==> src/rtl/seg7_scan_ctrl_pkg.sv <==
// Shared glyph table (active-high, a..g with a in index 0) and sizing helper
// for the 7-segment scan controller.
package seg7_scan_ctrl_pkg;

   localparam logic [0:6] SEG_0   = 7'b1111110;
   localparam logic [0:6] SEG_1   = 7'b0110000;
   localparam logic [0:6] SEG_2   = 7'b1101101;
   localparam logic [0:6] SEG_3   = 7'b1111001;
   localparam logic [0:6] SEG_4   = 7'b0110011;
   localparam logic [0:6] SEG_5   = 7'b1011011;
   localparam logic [0:6] SEG_6   = 7'b1011111;
   localparam logic [0:6] SEG_7   = 7'b1110000;
   localparam logic [0:6] SEG_8   = 7'b1111111;
   localparam logic [0:6] SEG_9   = 7'b1111011;
   localparam logic [0:6] SEG_A   = 7'b1110111;
   localparam logic [0:6] SEG_B   = 7'b0011111;
   localparam logic [0:6] SEG_C   = 7'b1001110;
   localparam logic [0:6] SEG_D   = 7'b0111101;
   localparam logic [0:6] SEG_E   = 7'b1001111;
   localparam logic [0:6] SEG_F   = 7'b1000111;
   localparam logic [0:6] SEG_OFF = 7'b0000000;

   // Never returns less than 1 so degenerate counters still get a real bit.
   function automatic int clog2(input int value);
      int r;
      r = 0;
      for (int p = 1; p < value; p = p * 2) r++;
      return (r < 1) ? 1 : r;
   endfunction

endpackage

==> src/rtl/seg7_scan_ctrl_decode.sv <==
// Combinational digit-code to active-high segment decoder; polarity is applied
// only at the scan controller's output registers.
module seg7_decode
   import seg7_scan_ctrl_pkg::*;
(
   input  logic [3:0] code,
   input  logic       hex_en,
   input  logic       blank,
   output logic [0:6] seg
);

   always_comb begin
      seg = SEG_OFF;
      if (!blank) begin
         case (code)
            4'h0: seg = SEG_0;
            4'h1: seg = SEG_1;
            4'h2: seg = SEG_2;
            4'h3: seg = SEG_3;
            4'h4: seg = SEG_4;
            4'h5: seg = SEG_5;
            4'h6: seg = SEG_6;
            4'h7: seg = SEG_7;
            4'h8: seg = SEG_8;
            4'h9: seg = SEG_9;
            4'hA: seg = hex_en ? SEG_A : SEG_OFF;
            4'hB: seg = hex_en ? SEG_B : SEG_OFF;
            4'hC: seg = hex_en ? SEG_C : SEG_OFF;
            4'hD: seg = hex_en ? SEG_D : SEG_OFF;
            4'hE: seg = hex_en ? SEG_E : SEG_OFF;
            default: seg = hex_en ? SEG_F : SEG_OFF;
         endcase
      end
   end

endmodule

==> src/rtl/seg7_scan_ctrl.sv <==
// Multiplexed N-digit 7-segment scanner with double-buffered digits,
// leading-zero blanking, per-digit blink and inter-digit anode blanking.
module seg7_scan_ctrl
   import seg7_scan_ctrl_pkg::*;
#(
   parameter int NUM_DIGITS     = 4,
   parameter int CLK_HZ         = 50_000_000,
   parameter int SCAN_HZ        = 1000,
   parameter int BLANK_CYC      = 2,
   parameter int BLINK_FRAMES   = 64,
   parameter bit HEX_MODE       = 1'b0,
   parameter bit SEG_ACTIVE_LOW = 1'b1,
   parameter bit AN_ACTIVE_LOW  = 1'b1
) (
   input  logic                    clk,
   input  logic                    rst,
   input  logic [4*NUM_DIGITS-1:0] digits_in,
   input  logic [NUM_DIGITS-1:0]   dp_in,
   input  logic [NUM_DIGITS-1:0]   blink_en,
   input  logic                    lz_blank,
   input  logic                    load,
   output logic [0:6]              seg,
   output logic                    dp,
   output logic [NUM_DIGITS-1:0]   an,
   output logic                    frame_done
);

   localparam int DIV = CLK_HZ / SCAN_HZ;
   localparam int CW  = clog2(DIV);
   localparam int IW  = clog2(NUM_DIGITS);
   localparam int FW  = clog2(BLINK_FRAMES);

   logic [CW-1:0]           cnt;
   logic [IW-1:0]           idx;
   logic [4*NUM_DIGITS-1:0] pend, act;
   logic [NUM_DIGITS-1:0]   dp_pend, dp_act;
   logic                    blink_on;
   logic [FW-1:0]           frame_cnt;

   logic                    tick, boundary;
   logic [NUM_DIGITS-1:0]   lz_mask;
   logic [3:0]              cur_code;
   logic                    cur_blank;
   logic [0:6]              glyph;
   logic [NUM_DIGITS-1:0]   an_raw;

   assign tick     = (cnt == CW'(DIV - 1));
   assign boundary = tick && (idx == IW'(NUM_DIGITS - 1));

   // A digit is a leading zero when it and everything above it are zero.
   always_comb begin
      logic upper_zero;
      upper_zero = 1'b1;
      lz_mask    = '0;
      for (int k = NUM_DIGITS - 1; k >= 0; k--) begin
         upper_zero = upper_zero && (act[4*k +: 4] == 4'h0);
         lz_mask[k] = lz_blank && upper_zero && (k != 0);
      end
   end

   assign cur_code  = act[{idx, 2'b00} +: 4];
   assign cur_blank = lz_mask[idx] | (blink_en[idx] & ~blink_on);
   assign an_raw    = (cnt >= CW'(BLANK_CYC)) ? (NUM_DIGITS'(1) << idx) : '0;

   seg7_decode u_decode (
      .code   (cur_code),
      .hex_en (HEX_MODE),
      .blank  (cur_blank),
      .seg    (glyph)
   );

   always_ff @(posedge clk) begin
      if (rst) begin
         cnt        <= '0;
         idx        <= '0;
         pend       <= '0;
         act        <= '0;
         dp_pend    <= '0;
         dp_act     <= '0;
         blink_on   <= 1'b1;
         frame_cnt  <= '0;
         frame_done <= 1'b0;
         seg        <= {7{SEG_ACTIVE_LOW}};
         dp         <= SEG_ACTIVE_LOW;
         an         <= {NUM_DIGITS{AN_ACTIVE_LOW}};
      end else begin
         cnt <= tick ? '0 : cnt + 1'b1;
         if (tick) idx <= (idx == IW'(NUM_DIGITS - 1)) ? '0 : idx + 1'b1;
         if (load) begin
            pend    <= digits_in;
            dp_pend <= dp_in;
         end
         // A load landing on the boundary bypasses pend so it is not lost a frame.
         if (boundary) begin
            act    <= load ? digits_in : pend;
            dp_act <= load ? dp_in : dp_pend;
            if (frame_cnt == FW'(BLINK_FRAMES - 1)) begin
               frame_cnt <= '0;
               blink_on  <= ~blink_on;
            end else begin
               frame_cnt <= frame_cnt + 1'b1;
            end
         end
         frame_done <= boundary;
         seg        <= SEG_ACTIVE_LOW ? ~glyph : glyph;
         dp         <= SEG_ACTIVE_LOW ? ~(dp_act[idx] & ~cur_blank) : (dp_act[idx] & ~cur_blank);
         an         <= AN_ACTIVE_LOW ? ~an_raw : an_raw;
      end
   end

endmodule

==> config.mk <==
export PLATFORM = sky130hd
export DESIGN_NAME = seg7_scan_ctrl
export DESIGN_NICKNAME = d
export VERILOG_FILES = /design/src/rtl/seg7_scan_ctrl_pkg.sv /design/src/rtl/seg7_scan_ctrl_decode.sv /design/src/rtl/seg7_scan_ctrl.sv
export SDC_FILE = /design/constraint.sdc
export NUM_CORES = 1
export LEC_CHECK = 0
export ABC_CLOCK_PERIOD_IN_PS = 2300
export BUFFER_PORTS_ARGS = -buffer_cell sky130_fd_sc_hd__buf_4
export CELL_PAD_IN_SITES_DETAIL_PLACEMENT = 1
export CELL_PAD_IN_SITES_GLOBAL_PLACEMENT = 2
export CORE_AREA = 5 5 93 130
export CTS_BUF_LIST = sky130_fd_sc_hd__clkbuf_4 sky130_fd_sc_hd__clkbuf_8
export DETAILED_ROUTE_END_ITERATION = 10
export DIE_AREA = 0 0 98 135
export HOLD_SLACK_MARGIN = 0.15
export PLACE_DENSITY_LB_ADDON = 0.1
export SYNTH_ARGS = -nofsm -noshare
export SYNTH_HDL_FRONTEND = slang
export SYNTH_HIERARCHICAL = 1
export SYNTH_SLANG_ARGS = --single-unit
==> constraint.sdc <==
create_clock -name clk -period 2.3 [get_ports clk]
set_input_delay 0.115 -clock clk [delete_from_list [all_inputs] [get_ports clk]]
set_output_delay 0.115 -clock clk [all_outputs]
set_load 0.1 [all_outputs]
[Word level (Yosys, flattened, before mapping)]
Cells that the tools add are included.
Storage, ports and cells
  bits in latches: 0
  register bits: 78
  memory bits (writable): 0
  logic and storage cells: 64
  memory bits (read-only): 0
  memories kept: 0
  input port bits: 28
  output and inout port bits: 13
Operators by class
  bitwise gates (word level): 8
  order comparisons: 2
  divide/modulo/power cells: 0
  equal/unequal tests: 12
  shift-type cells: 2
  muxes and demuxes: 13
  reduce and logical (&&, ||, !) cells: 12
  $add $sub $neg: 3
  multiply operators: 0
Operators by type and width (number)
  $pmux W7 S10: 1
  $add A16 B1 Y16 const B: 1
  $eq A16 B16 Y1 const B: 1
  $eq A4 B3 Y1 const B: 4
  $ge A16 B2 Y1 const B: 1
  $logic_not A4 Y1: 4
  $mux W16: 1
  $shiftx A16 B5 Y4: 1
  $eq A4 B2 Y1 const B: 2
  $eq A4 B4 Y1 const B: 2
  $mux W4: 2
  $mux W7: 1
  $not A7 Y7: 1
  $add A6 B1 Y6 const B: 1
  $bmux W1 S2: 3
  $eq A6 B6 Y1 const B: 1
  $logic_and A1 B1 Y1: 6
  $mux W6: 1
  $eq A4 B1 Y1 const B: 1
  $not A4 Y4: 1
  $shl A1 B2 Y4 const A: 1
  $lt A2 B3 Y1 const B: 1
  $mux W1: 3
  $not A1 Y1: 3
  other kinds (7): 8

[Longest topological paths before layout]
  depth in word-level cells: 10
  depth in mapped cells: 9
  depth with buffers taken out: 8

[Modules after synthesis]
Netlist, hierarchy kept.
By module, submodules not included
  seg7_scan_ctrl: cells each 326, times used 1, sequential area each 1561.5 sq um, area each 3263.1 sq um
  seg7_decode: cells each 47, times used 1, sequential area each 0.0 sq um, area each 310.3 sq um

[Worst setup path after synthesis]
No wires, ideal clock.
  path type: register -> register
  start: register idx[0]
  end: register seg[0] (netlist name)
  slack: -0.202 ns
  library setup time: 0.125 ns
  buffers on the path: 2
  cell stages (with the launch flop): 9
  required time: 2.175 ns
  data arrival time: 2.376 ns
  period minus slack after synthesis: 2.502 ns
  cells stage by stage: dfxtp_1 -> clkbuf_1 -> mux4_2 -> nor2b_1 -> or2_2 -> clkbuf_1 -> or2_1 -> o221ai_1 -> nand2_1
On the way
  word-level cells in the longest chain between the ends: 6
  elaborated cells on any way between the ends: 20
  classes of those cells: eq/ne: 9; shift: 1; mux: 6; bitwise: 3; reduce/logical: 1
RTL lines
  start: declaration: line seg7_scan_ctrl.sv:34  | logic [IW-1:0] idx;
  start signal: assignment: line seg7_scan_ctrl.sv:88  | if (tick) idx <= (idx == IW'(NUM_DIGITS - 1)) ? '0 : idx + 1'b1;
  $bmux W1 S2: line seg7_scan_ctrl.sv:62  | assign cur_blank = lz_mask[idx] | (blink_en[idx] & ~blink_on);
  $mux W1 (implied by the code): line seg7_scan_ctrl.sv:62
  $and A1 B1 Y1: line seg7_scan_ctrl.sv:62
  $or A1 B1 Y1 (*): line seg7_scan_ctrl.sv:62
  net cur_blank: line seg7_scan_ctrl.sv:43  | logic cur_blank;
  $mux W7 (*): line seg7_scan_ctrl_decode.sv:14  | if (!blank) begin
  net glyph (one bit): line seg7_scan_ctrl.sv:44  | logic [0:6] glyph;
  $not A7 Y7 (*): line seg7_scan_ctrl.sv:105  | seg <= SEG_ACTIVE_LOW ? ~glyph : glyph;
  end signal: assignment: line seg7_scan_ctrl.sv:83  | seg <= {7{SEG_ACTIVE_LOW}};
  end signal: assignment: line seg7_scan_ctrl.sv:105
  end: declaration: line seg7_scan_ctrl.sv:22  | output logic [0:6] seg,
The timed path passes the listed nets; every way through them passes the cells marked *. The select of a mux whose other input is x is not followed.
A chain may end at the register's enable or synchronous reset.

[Final worst setup path]
  start: register idx[0]
  end: register seg[3] (netlist name)
On the way
  elaborated cells on any way between the ends: 20
  classes of those cells: eq/ne: 9; shift: 1; mux: 6; bitwise: 3; reduce/logical: 1
RTL lines
  $shiftx A16 B5 Y4 (*): line seg7_scan_ctrl.sv:61  | assign cur_code = act[{idx, 2'b00} +: 4];
  net cur_code[1]: line seg7_scan_ctrl.sv:42  | logic [3:0] cur_code;
  $eq A4 B4 Y1 (tied with other cells): line seg7_scan_ctrl_decode.sv:15  | case (code)
  $pmux W7 S10 (*): line seg7_scan_ctrl_decode.sv:15
  $mux W7 (*): line seg7_scan_ctrl_decode.sv:14
  net glyph (one bit): line seg7_scan_ctrl.sv:44
  $not A7 Y7 (*): line seg7_scan_ctrl.sv:105
Marks and branches as above.

==> results.py <==
metrics = {
    "routing": {
        "via_count": 2899,
        "drt_iter0_drc": 58,
        "drt-pass1-iter-count": 4,
        "via_per_inst": 4.95,
        "ant_nets": 0,
        "drc": 0,
        "routed_wl_mm": 9.11,
        "routedWlPerCell_um": 15.5,
    },
    "floorplanning": {
        "boundaryPins": 41,
        "core_area_um2": 10800,
        "initial_core_util_pct": 33.2,
        "dieArea_um2": 13200,
        "fp-row-count": 45,
        "die_h_um": 135,
        "fp.dieW_um": 98,
    },
    "logic_synthesis": {
        "synth_compound_area_share_pct": 10.0,
        "avgSynthCellArea_um2": 9.58,
        "synthesis.area_um2": 3570,
        "yosysSeqAreaShare_pct": 43.7,
        "synth_top_family_by_area": "simple AND/OR/NAND/NOR gates",
        "synth_fa_ha_area_share_pct": 2.77,
        "synth.distinct_cells": 57,
        "synth-simple-area-share_pct": 22.0,
        "synth_xor_area_share_pct": 3.43,
        "yosys_most_used_dff": "dfxtp_1",
        "yosysWarningCount": 6,
        "synth-seq-cells": 78,
        "yosys-mux-area-fraction_pct": 13.5,
        "async_flop_share_pct": 0,
        "syn_inst": 373,
        "synth_edf_count": 0,
    },
    "clock_tree": {
        "cts_resized": 0,
        "cts_sinks": 78,
        "cts_buffers": 9,
        "cts_tree": "yes",
        "cts_buffer_depth": 2,
        "clk_latency_ps": 360,
        "postCtsSetupRepairBufs": 0,
        "h-tree-depth": 3,
        "clkTransAtPathRegs_ps": 90,
        "cts-root-buf": "clkbuf_8",
    },
    "placement": {
        "placed_cells": 545,
        "place.gp.congestion": 0.767,
        "io_buffers": 40,
        "dp_hpwl_mm": 6.45,
    },
    "critical_path": {
        "start_kind": "flop",
        "crit_path_max_fanout": 17,
        "crit_required_ps": 2540,
        "worstSetupPathType": "flop to flop",
        "r2r-start": "idx[0]",
        "crit_slowest_cell": "mux4_2",
        "slowest_delay_ps": 690,
        "reg2reg_depth": 6,
        "reg2reg_to": "seg[3]",
        "worstPathArrival_ps": 2340,
        "path_cells": "buf_4, mux4_2, nor2_2, o2bb2ai_1, a2111oi_2, nand2_1",
        "crit_path_end_kind": "flop",
        "rrSetupSlack_ps": 210,
    },
    "layout": {
        "mostFrequentLayoutCell": "dfxtp_1",
        "layout-drive-gt1-share_pct": 23.4,
        "seqCellArea_um2": 1560,
        "fin_nets": 475,
        "area_delta_synth_final_pct": 25.2,
        "mostFrequentLayoutCells": "dfxtp_1, nor2_1, buf_4, dlygate4sd3_1, mux2i_1",
        "multiInputGateArea_um2": 1870,
        "antenna_cells": 0,
        "fillCellCount": 1244,
        "final_cells": 586,
    },
    "power": {
        "leakage_uw": 0.00180,
        "vdd_drop_max_uv": 209,
        "power.density_nw_per_um2": 602,
    },
    "sta": {
        "final.setup.tns_ps": 0,
        "clock_skew_ps": 13.4,
        "post-route-min-period_ps": 2090,
        "hold_violations": 0,
        "rsz0062_at_grt": "no",
        "report.final.slew_viol_count": 0,
        "fin_crit_sh_pct": 91.0,
        "max_freq_ghz": 0.478,
        "setup_violations": 0,
    },
    "global_routing": {
        "antenna_found_initial": 0,
        "grt_max_degree": 28,
        "grt-ovfl-total": 0,
        "grt_pass1_wl_mm": 15.4,
        "grt_pass1_vias": 3161,
        "grt_use_total_pct": 14.6,
    },
    "worst_hold_path": {
        "whs_endpoint": "dp",
        "hp-class": "primary input to flop",
        "hp-start": "lz_blank",
        "holdPathStages": 4,
    },
    "status": {
        "status": "finished clean",
    },
    "job": {
        "drv_cap": 0,
    },
}
[layout make-up]
class | count | share of cell area, %
clock inverters | 6 | 1.57
inverters | 11 | 0.923
flip-flops and latches | 78 | 34.9
clock buffers | 10 | 2.94
well taps | 141 | 3.94
repair buffers | 75 | 14.0
multi-input cells | 265 | 41.8
[power by group]
part / internal (uW) / total [uW] / switching, uW
clock network: 519 / 1060 / 542
logic: 102 / 239 / 137
registers: 1380 / 1400 / 13.2
total: 2000 / 2690 / 692
[worst max-delay path, delay by kind of cell, from the launching register on]
kind | cells | cell delay (ps)
compound gates | 2 | 450
buf+inv | 1 | 220
flops | 1 | 370
mux | 1 | 690
simple gates | 2 | 260
[cell usage after synthesis (2+ instances only)]
library cell	instances	share of area, %
a31oi_1	3	0.53
nor4_1	7	1.2
buf_1	2	0.21
nand4_1	5	0.88
a31o_2	9	2.2
mux4_2	6	3.8
inv_1	9	0.95
or4_4	2	0.63
xor2_1	2	0.49
and3_1	8	1.4
nand3_1	15	2.1
nand2b_1	2	0.35
nor3_1	7	0.98
a311oi_1	2	0.49
clkbuf_1	12	1.3
nor2b_1	17	3.0
xnor2_1	12	2.9
nand2_1	19	2.0
o211ai_1	2	0.42
mux2i_1	20	5.6
a21oi_1	12	1.7
o221ai_1	3	0.74
o21ai_0	8	1.1
dfxtp_1	78	44
buf_2	5	0.70
buf_4	2	0.42
buf_6	2	0.63
nand3b_1	2	0.42
o31ai_1	3	0.63
mux2_2	13	4.1
nor2_1	50	5.3
or3b_1	2	0.49
ha_1	7	2.5
or3_1	2	0.35
[flip-flops by register name (all words and copies together) (netlist names)]
register,count
act,16
an,4
blink_on,1
cnt,16
dp,1
dp_act,4
dp_pend,4
frame_cnt,6
frame_done,1
idx,2
pend,16
seg,7
[stage by stage]
| step | cell area (um2) | power, uW | worst slack (ps) | hold slack [ps] | utilization, % |
|---|---|---|---|---|---|
| 3_5_place_dp | 4020 | 1640 | 214 | 402 | 37.4 |
| 4_1_cts | 4480 | 2740 | 195 | 188 | 41.6 |
| 5_1_grt | 4480 | 2820 | 28.6 | 230 | 41.6 |
| 2_1_floorplan | 3600 | 1560 | 45.2 | 287 | - |
| 6_report | 4480 | 2690 | 207 | 197 | 41.6 |
| 3_3_place_gp | 4020 | 1630 | 246 | 401 | 37.4 |
[routing by layer]
| layer | track usage (%) | routed length, um | up-vias |
|---|---|---|---|
| met5 | 0 | 0 | - |
| met4 | 7.39 | 244 | 0 |
| met3 | 2.58 | 240 | 13 |
| met2 | 27.0 | 4900 | 31 |
| met1 | 15.8 | 3720 | 1408 |
| li1 | - | - | 1447 |
[what timing repair did]
action                                  4_1_cts  5_1_grt
endpoints found under the setup margin        0        0
hold buffers                                 25        0
endpoints found under the hold margin        22        0
[worst max path at each step]
stage          depth (start not counted)     from  slack (ps)  endpoint
2_1_floorplan                          8   idx[0]          50    seg[0]
3_3_place_gp                           6   idx[0]         250    seg[6]
3_5_place_dp                           4  cnt[13]         210    cnt[5]
4_1_cts                                6   idx[0]         200    seg[3]
5_1_grt                                6   idx[0]          30    seg[3]
6_report                               6   idx[0]         210    seg[3]
[cells by family (layout without fill, tap and decap cells)]
family	after synthesis	after routing
buffers and inverters	35	102
DFF	78	78
adders and majority gates	8	8
muxes	39	39
other	1	6
AOI/OAI and AO/OA	50	50
and+or+nand+nor	148	148
xor gates and xnor gates	14	14
No activity file was read; power rests on OpenSTA's default activity.
